--- config.mk ---
export PLATFORM = sky130hd
export DESIGN_NAME = rom_fetch_arbiter
export DESIGN_NICKNAME = d
export VERILOG_FILES = /design/src/rtl/rom_fetch_arbiter.sv
export SDC_FILE = /design/constraint.sdc
export NUM_CORES = 1
export LEC_CHECK = 0
export CAP_MARGIN = 20
export CORE_UTILIZATION = 37
export CTS_CLUSTER_DIAMETER = 40
export DETAILED_ROUTE_END_ITERATION = 7
export PLACE_DENSITY = 0.79
export SYNTH_ARGS = -nofsm -noshare
export SYNTH_HDL_FRONTEND = slang
export SYNTH_SLANG_ARGS = --single-unit
--- constraint.sdc ---
create_clock -name CLK_48M -period 1.6 [get_ports CLK_48M]
set_input_delay 0.32 -clock CLK_48M [delete_from_list [all_inputs] [get_ports CLK_48M]]
set_output_delay 0.32 -clock CLK_48M [all_outputs]
set_load 0.02 [all_outputs]
--- src/rtl/rom_fetch_arbiter.sv ---
// rom_fetch_arbiter: round-robin sharing of one external 8-bit read port
// between NUM_REQ requesters. Each fetch holds MEM_CE for MEM_LATENCY
// cycles, then samples MEM_D into the winner's private Q slice and pulses
// that requester's ACK for one cycle.
//
// Handshake: REQ[i] is a level request. A grant latches REQ_A[i]; the
// requester sees ACK[i] high for exactly one cycle, and Q slice i is valid
// from that cycle on until its next ACK. A requester acknowledged in a
// cycle is never re-granted in that same cycle.
//
// BUSY is a direct decode of the FSM state (high in WAIT) and doubles as
// the state observation point.
module rom_fetch_arbiter #(
    parameter int NUM_REQ     = 4,
    parameter int ADDR_W      = 20,
    parameter int MEM_LATENCY = 2
) (
    input  logic                      CLK_48M,
    input  logic                      RST,
    input  logic [NUM_REQ-1:0]        REQ,
    input  logic [NUM_REQ*ADDR_W-1:0] REQ_A,
    output logic [NUM_REQ-1:0]        ACK,
    output logic [NUM_REQ*8-1:0]      Q,
    output logic [ADDR_W-1:0]         MEM_A,
    output logic                      MEM_CE,
    input  logic [7:0]                MEM_D,
    output logic                      BUSY,
    output logic [2:0]                GNT
);

    typedef enum logic {
        S_IDLE = 1'b0,
        S_WAIT = 1'b1
    } state_t;

    state_t                 state_q, state_d;
    logic [3:0]             cnt_q, cnt_d;
    logic [2:0]             last_q, last_d;
    logic [2:0]             gnt_q, gnt_d;
    logic [ADDR_W-1:0]      mem_a_q, mem_a_d;
    logic                   mem_ce_q, mem_ce_d;
    logic [NUM_REQ-1:0]     ack_q, ack_d;
    logic [NUM_REQ*8-1:0]   q_q, q_d;

    logic [NUM_REQ-1:0]     eligible;
    logic                   found;
    logic [2:0]             sel;

    // Round-robin search: first eligible index above last, else wrap to the
    // lowest eligible index at or below last. Wraps at NUM_REQ, not 2^k.
    always_comb begin
        eligible = REQ & ~ack_q;
        found    = 1'b0;
        sel      = '0;
        for (int i = 0; i < NUM_REQ; i++) begin
            if (!found && eligible[i] && (3'(i) > last_q)) begin
                found = 1'b1;
                sel   = 3'(i);
            end
        end
        for (int i = 0; i < NUM_REQ; i++) begin
            if (!found && eligible[i] && (3'(i) <= last_q)) begin
                found = 1'b1;
                sel   = 3'(i);
            end
        end
    end

    // Next-state logic: grant in IDLE, count down and complete in WAIT.
    always_comb begin
        state_d  = state_q;
        cnt_d    = cnt_q;
        last_d   = last_q;
        gnt_d    = gnt_q;
        mem_a_d  = mem_a_q;
        mem_ce_d = mem_ce_q;
        ack_d    = '0;
        q_d      = q_q;

        case (state_q)
            S_IDLE: begin
                mem_ce_d = 1'b0;
                if (found) begin
                    for (int i = 0; i < NUM_REQ; i++) begin
                        if (sel == 3'(i)) begin
                            mem_a_d = REQ_A[i*ADDR_W +: ADDR_W];
                        end
                    end
                    mem_ce_d = 1'b1;
                    gnt_d    = sel;
                    last_d   = sel;
                    cnt_d    = 4'(MEM_LATENCY - 1);
                    state_d  = S_WAIT;
                end
            end
            S_WAIT: begin
                if (cnt_q != 4'd0) begin
                    cnt_d = cnt_q - 4'd1;
                end else begin
                    for (int i = 0; i < NUM_REQ; i++) begin
                        if (gnt_q == 3'(i)) begin
                            q_d[i*8 +: 8] = MEM_D;
                            ack_d[i]      = 1'b1;
                        end
                    end
                    mem_ce_d = 1'b0;
                    state_d  = S_IDLE;
                end
            end
            default: begin
                state_d  = S_IDLE;
                mem_ce_d = 1'b0;
            end
        endcase
    end

    // State register; reset aborts any fetch in flight without an ACK.
    always_ff @(posedge CLK_48M) begin
        if (RST) begin
            state_q  <= S_IDLE;
            cnt_q    <= '0;
            last_q   <= 3'(NUM_REQ - 1);
            gnt_q    <= '0;
            mem_a_q  <= '0;
            mem_ce_q <= 1'b0;
            ack_q    <= '0;
            q_q      <= '0;
        end else begin
            state_q  <= state_d;
            cnt_q    <= cnt_d;
            last_q   <= last_d;
            gnt_q    <= gnt_d;
            mem_a_q  <= mem_a_d;
            mem_ce_q <= mem_ce_d;
            ack_q    <= ack_d;
            q_q      <= q_d;
        end
    end

    assign ACK    = ack_q;
    assign Q      = q_q;
    assign MEM_A  = mem_a_q;
    assign MEM_CE = mem_ce_q;
    assign BUSY   = (state_q == S_WAIT);
    assign GNT    = gnt_q;

endmodule

==> metrics.sh <==
FIRST_GLOBAL_VIAS=3189
DRT_ITER0_DRC=71
SYN_TO_FINAL_GROWTH_PCT=73.9
FINALCOREUTILIZATION_PCT=67.0
FP.DIEAREA_UM2=9020
HOLDWS_NS=0.493
VIOLATIONS='setup timing'
TOTAL_POWER_DIVIDED_BY_CELL_AREA_nW_PER_UM2=944
CRITICAL_PATH.ENDPOINT='MEM_A[5]'
IO-PIN-COUNT=155
REGAREA_UM2=1330
PORTBUFFERS=153
DIE_X_UM=95.0
NUMBER_OF_NETS_PRODUCED_BY_SYNTHESIS=438
POST-ROUTE-MIN-PERIOD_NS=1.86
UPPERMOST_ROUTED_LAYER='met4'
MET1WIRELENGTH_MM=3.98
GP_CONGESTION=0.861
ASYNC_FLOP_SHARE_PCT=0
PLACEMENT.CELL_AREA_UM2=5160
WL_PER_CELL_UM=16.6
CLOCK-SINKS=66
SETUP.WORST_PATH.START='ACK[1]'
SETUP.REG_TO_REG.WORST_SLACK_NS=-0.26
DOMINANTREGCELLSYNTH='sky130_fd_sc_hd__dfxtp_1'
CLK_ROOT_BUFFER_CELL='sky130_fd_sc_hd__clkbuf_8'
MOSTFREQUENTLAYOUTCELLS='sky130_fd_sc_hd__clkdlybuf4s50_1, sky130_fd_sc_hd__nor2_1, sky130_fd_sc_hd__dlygate4sd2_1, sky130_fd_sc_hd__dfxtp_1, sky130_fd_sc_hd__mux2i_1'
KIND_OF_CRITICAL_PATH='register to register'
CLOCK_SKEW_NS=0.0110
POSTSYNTHREGISTERBITS=66
TIGHTESTPINTRANSITION_NS=0.530
ROWS=33
FINALMAXSLEWVIOLATIONS=0
MIN-DELAY-PATH-CLASS='register to register'
GRT_ANTENNA_BEFORE_REPAIR=0
TOTAL_MET2_WIRELENGTH_AFTER_DETAILED_ROUTING_MM=5.34
MAPPEDNETLISTAREA_UM2=3200
DRC_ERRORS=0
DRIVE_ABOVE_1_SHARE_PCT=21.8
CTS.HTREE.LEVELS=3
FINALINSTANCEAREA_UM2=5560
MAXCAPVIOLATIONS=0
CRIT_PATH_END_KIND='register'
POWER.STATIC_LEAKAGE_nW=2.68
GLOBAL_ROUTE_TOTAL_OVERFLOW=0
OUTCOME='finished, violations left'
CLOCK_LATENCY_NS=0.34
CRITPATHARRIVALTIME_NS=2.12
FIN_TNS_SETUP_NS=-4.58
IR_DROP_mV=0.652
POST-ROUTE-PERIOD-UTIL_PCT=116
ROUTED_WIRELENGTH_MM=10.5
SYNTH_WARNINGS=0
MAX_CLOCK_FREQ_GHz=0.537
START_UTIL_PCT=38.5
LAYOUT.CELLS.MOST_COMMON='sky130_fd_sc_hd__clkdlybuf4s50_1'
HPWL_MM=7.26
VIASPERCELL=5.09
SYNTH-EDFF-COUNT=0
RSZ0062_AT_GRT='yes'
HP-START='Q[17]'
MET3_WIRELENGTH_MM=1.00
DIE_HEIGHT_UM=95.0
SETUP_SLACK_NS=-0.263
WIRE_LENGTH_OF_THE_FIRST_GLOBAL_ROUTING_PASS_MM=15.6
DRT_FIRST_PASS_ITERS=5
SYNTH.LIB_CELLS_USED.DISTINCT=37
SYNTHESIS.AREA_PER_INSTANCE_UM2=9.32
GRT_MAX_DEGREE=47
REGTOREGENDPOINT='MEM_A[5]'
POWER_mW=5.25
RR_WORST_DEPTH=6
CRIT-REG2REG-LAUNCH='ACK[1]'
COREAREA_UM2=8300
SLEW_HEADROOM_PCT=64.6
TIMING.FINAL.HOLD_VIOLATIONS=0
NETS=618
WORSTPATHREQUIRED_NS=1.86
MULTIINPUTGATEAREA_UM2=1880
SYNTH_SEQUENTIAL_AREA_RATIO_PCT=41.3
CTS_INSERTED_BUFFERS=9
GRT_USE_TOTAL_PCT=22.6
WORSTPATHMAXFANOUT=10
CLKSLEWWORSTSETUPHOLDPATHS_NS=0.08
CTS_MAX_PATH_BUFFERS=2
CTS_TREE='built'
POST_ROUTE_ANT_NETS=0
FILLERINSTANCES=645
ANTENNADIODECOUNT=0
DR_TOTAL_VIAS=3219
POSTSYNTHCELLCOUNT=343
TIMING.CRITICAL_PATH.FROM_TYPE='register'
REPORT.FINAL.SETUP_VIOL=20
CTS.HOLD.BUFFERS_ADDED=0
==> worst max-delay path, stage by stage, from the launching register on <==
cell and delay (ns):
sky130_fd_sc_hd__dfxtp_2 0.32, sky130_fd_sc_hd__or4b_4 0.55, sky130_fd_sc_hd__nand4_4 0.13, sky130_fd_sc_hd__o41ai_4 0.13
sky130_fd_sc_hd__buf_12 0.18, sky130_fd_sc_hd__a211o_1 0.30, sky130_fd_sc_hd__a221oi_2 0.17
==> where the power goes <==
part / total, mW / switching [mW] / internal [mW]
logic: 1.83 / 0.912 / 0.918
registers: 1.89 / 0.0937 / 1.79
clock network: 1.54 / 0.663 / 0.873
==> per-stage QoR <==
| stage | cells | setup slack, ns |
|---|---|---|
| 6_report | 632 | -0.263 |
| 5_1_grt | 632 | -0.338 |
| 4_1_cts | 631 | -0.283 |
| 3_5_place_dp | 611 | -0.664 |
| 3_3_place_gp | 611 | -0.611 |
| 2_1_floorplan | 343 | -0.106 |
==> metal layers <==
| metal | up-vias | global-route usage (%) |
|---|---|---|
| met2 | 136 | 42.2 |
| met3 | 18 | 7.65 |
| met4 | 0 | 7.20 |
| met1 | 1496 | 23.5 |
| li1 | 1569 | - |
| met5 | - | 0 |
==> state kept, by name, indices dropped and copies added (netlist names) <==
name,flops
MEM_CE,1
MEM_A,20
Q,32
last_q,2
BUSY,1
cnt_q,4
ACK,4
GNT,2
==> cell usage after synthesis (2+ instances only) <==
| cell type | instances | area share (%) |
|---|---|---|
| sky130_fd_sc_hd__dfxtp_1 | 66 | 41 |
| sky130_fd_sc_hd__nor2_1 | 88 | 10 |
| sky130_fd_sc_hd__or3_1 | 2 | 0.39 |
| sky130_fd_sc_hd__o21bai_1 | 2 | 0.47 |
| sky130_fd_sc_hd__a211oi_1 | 2 | 0.47 |
| sky130_fd_sc_hd__nand2_1 | 7 | 0.82 |
| sky130_fd_sc_hd__nor2b_1 | 2 | 0.39 |
| sky130_fd_sc_hd__a211o_1 | 20 | 5.5 |
| sky130_fd_sc_hd__mux2i_1 | 52 | 16 |
| sky130_fd_sc_hd__nor3_1 | 4 | 0.63 |
| sky130_fd_sc_hd__nand3b_1 | 2 | 0.47 |
| sky130_fd_sc_hd__a221oi_2 | 20 | 9.4 |
| sky130_fd_sc_hd__inv_1 | 24 | 2.8 |
| sky130_fd_sc_hd__buf_4 | 3 | 0.70 |
| sky130_fd_sc_hd__a21oi_1 | 5 | 0.78 |
| sky130_fd_sc_hd__buf_6 | 2 | 0.70 |
| sky130_fd_sc_hd__nand2b_1 | 5 | 0.98 |
| sky130_fd_sc_hd__clkbuf_1 | 13 | 1.5 |
| sky130_fd_sc_hd__buf_2 | 6 | 0.94 |
==> cells by family after synthesis <==
group,Yosys count,share of synthesized area [%]
AND/OR/NAND/NOR,118,16.3
other,1,0.117
buffers and inverters,48,6.69
multiplexers,52,16.3
adder cells (fa/ha/maj),1,0.391
flip-flops,66,41.3
AO/OA/AOI/OAI,57,18.9
==> worst min path at each step <==
| stage | end | depth (start not counted) |
|---|---|---|
| floorplan | MEM_A[0] | 2 |
| global placement | MEM_CE | 2 |
| detailed placement | Q[1] | 2 |
| CTS | Q[29] | 2 |
| global route | MEM_A[0] | 3 |
| finish | Q[17] | 2 |
==> layout make-up <==
type                    instances  share of cell area, %
repair buffers                193                   34.4
clock inverters                 6                   1.66
multi-input cells             229                   33.9
well taps                     105                   2.36
flip-flops and latches         66                   23.8
clock buffers                   9                   2.23
inverters                      24                   1.62
==> repair_timing <==
action,4_1_cts,5_1_grt
pin swaps,4,13
setup buffers,2,2
resized for setup,85,22
endpoints found under the setup margin,105,44
cloned,3,0
Power figures use the tool's default switching activity.
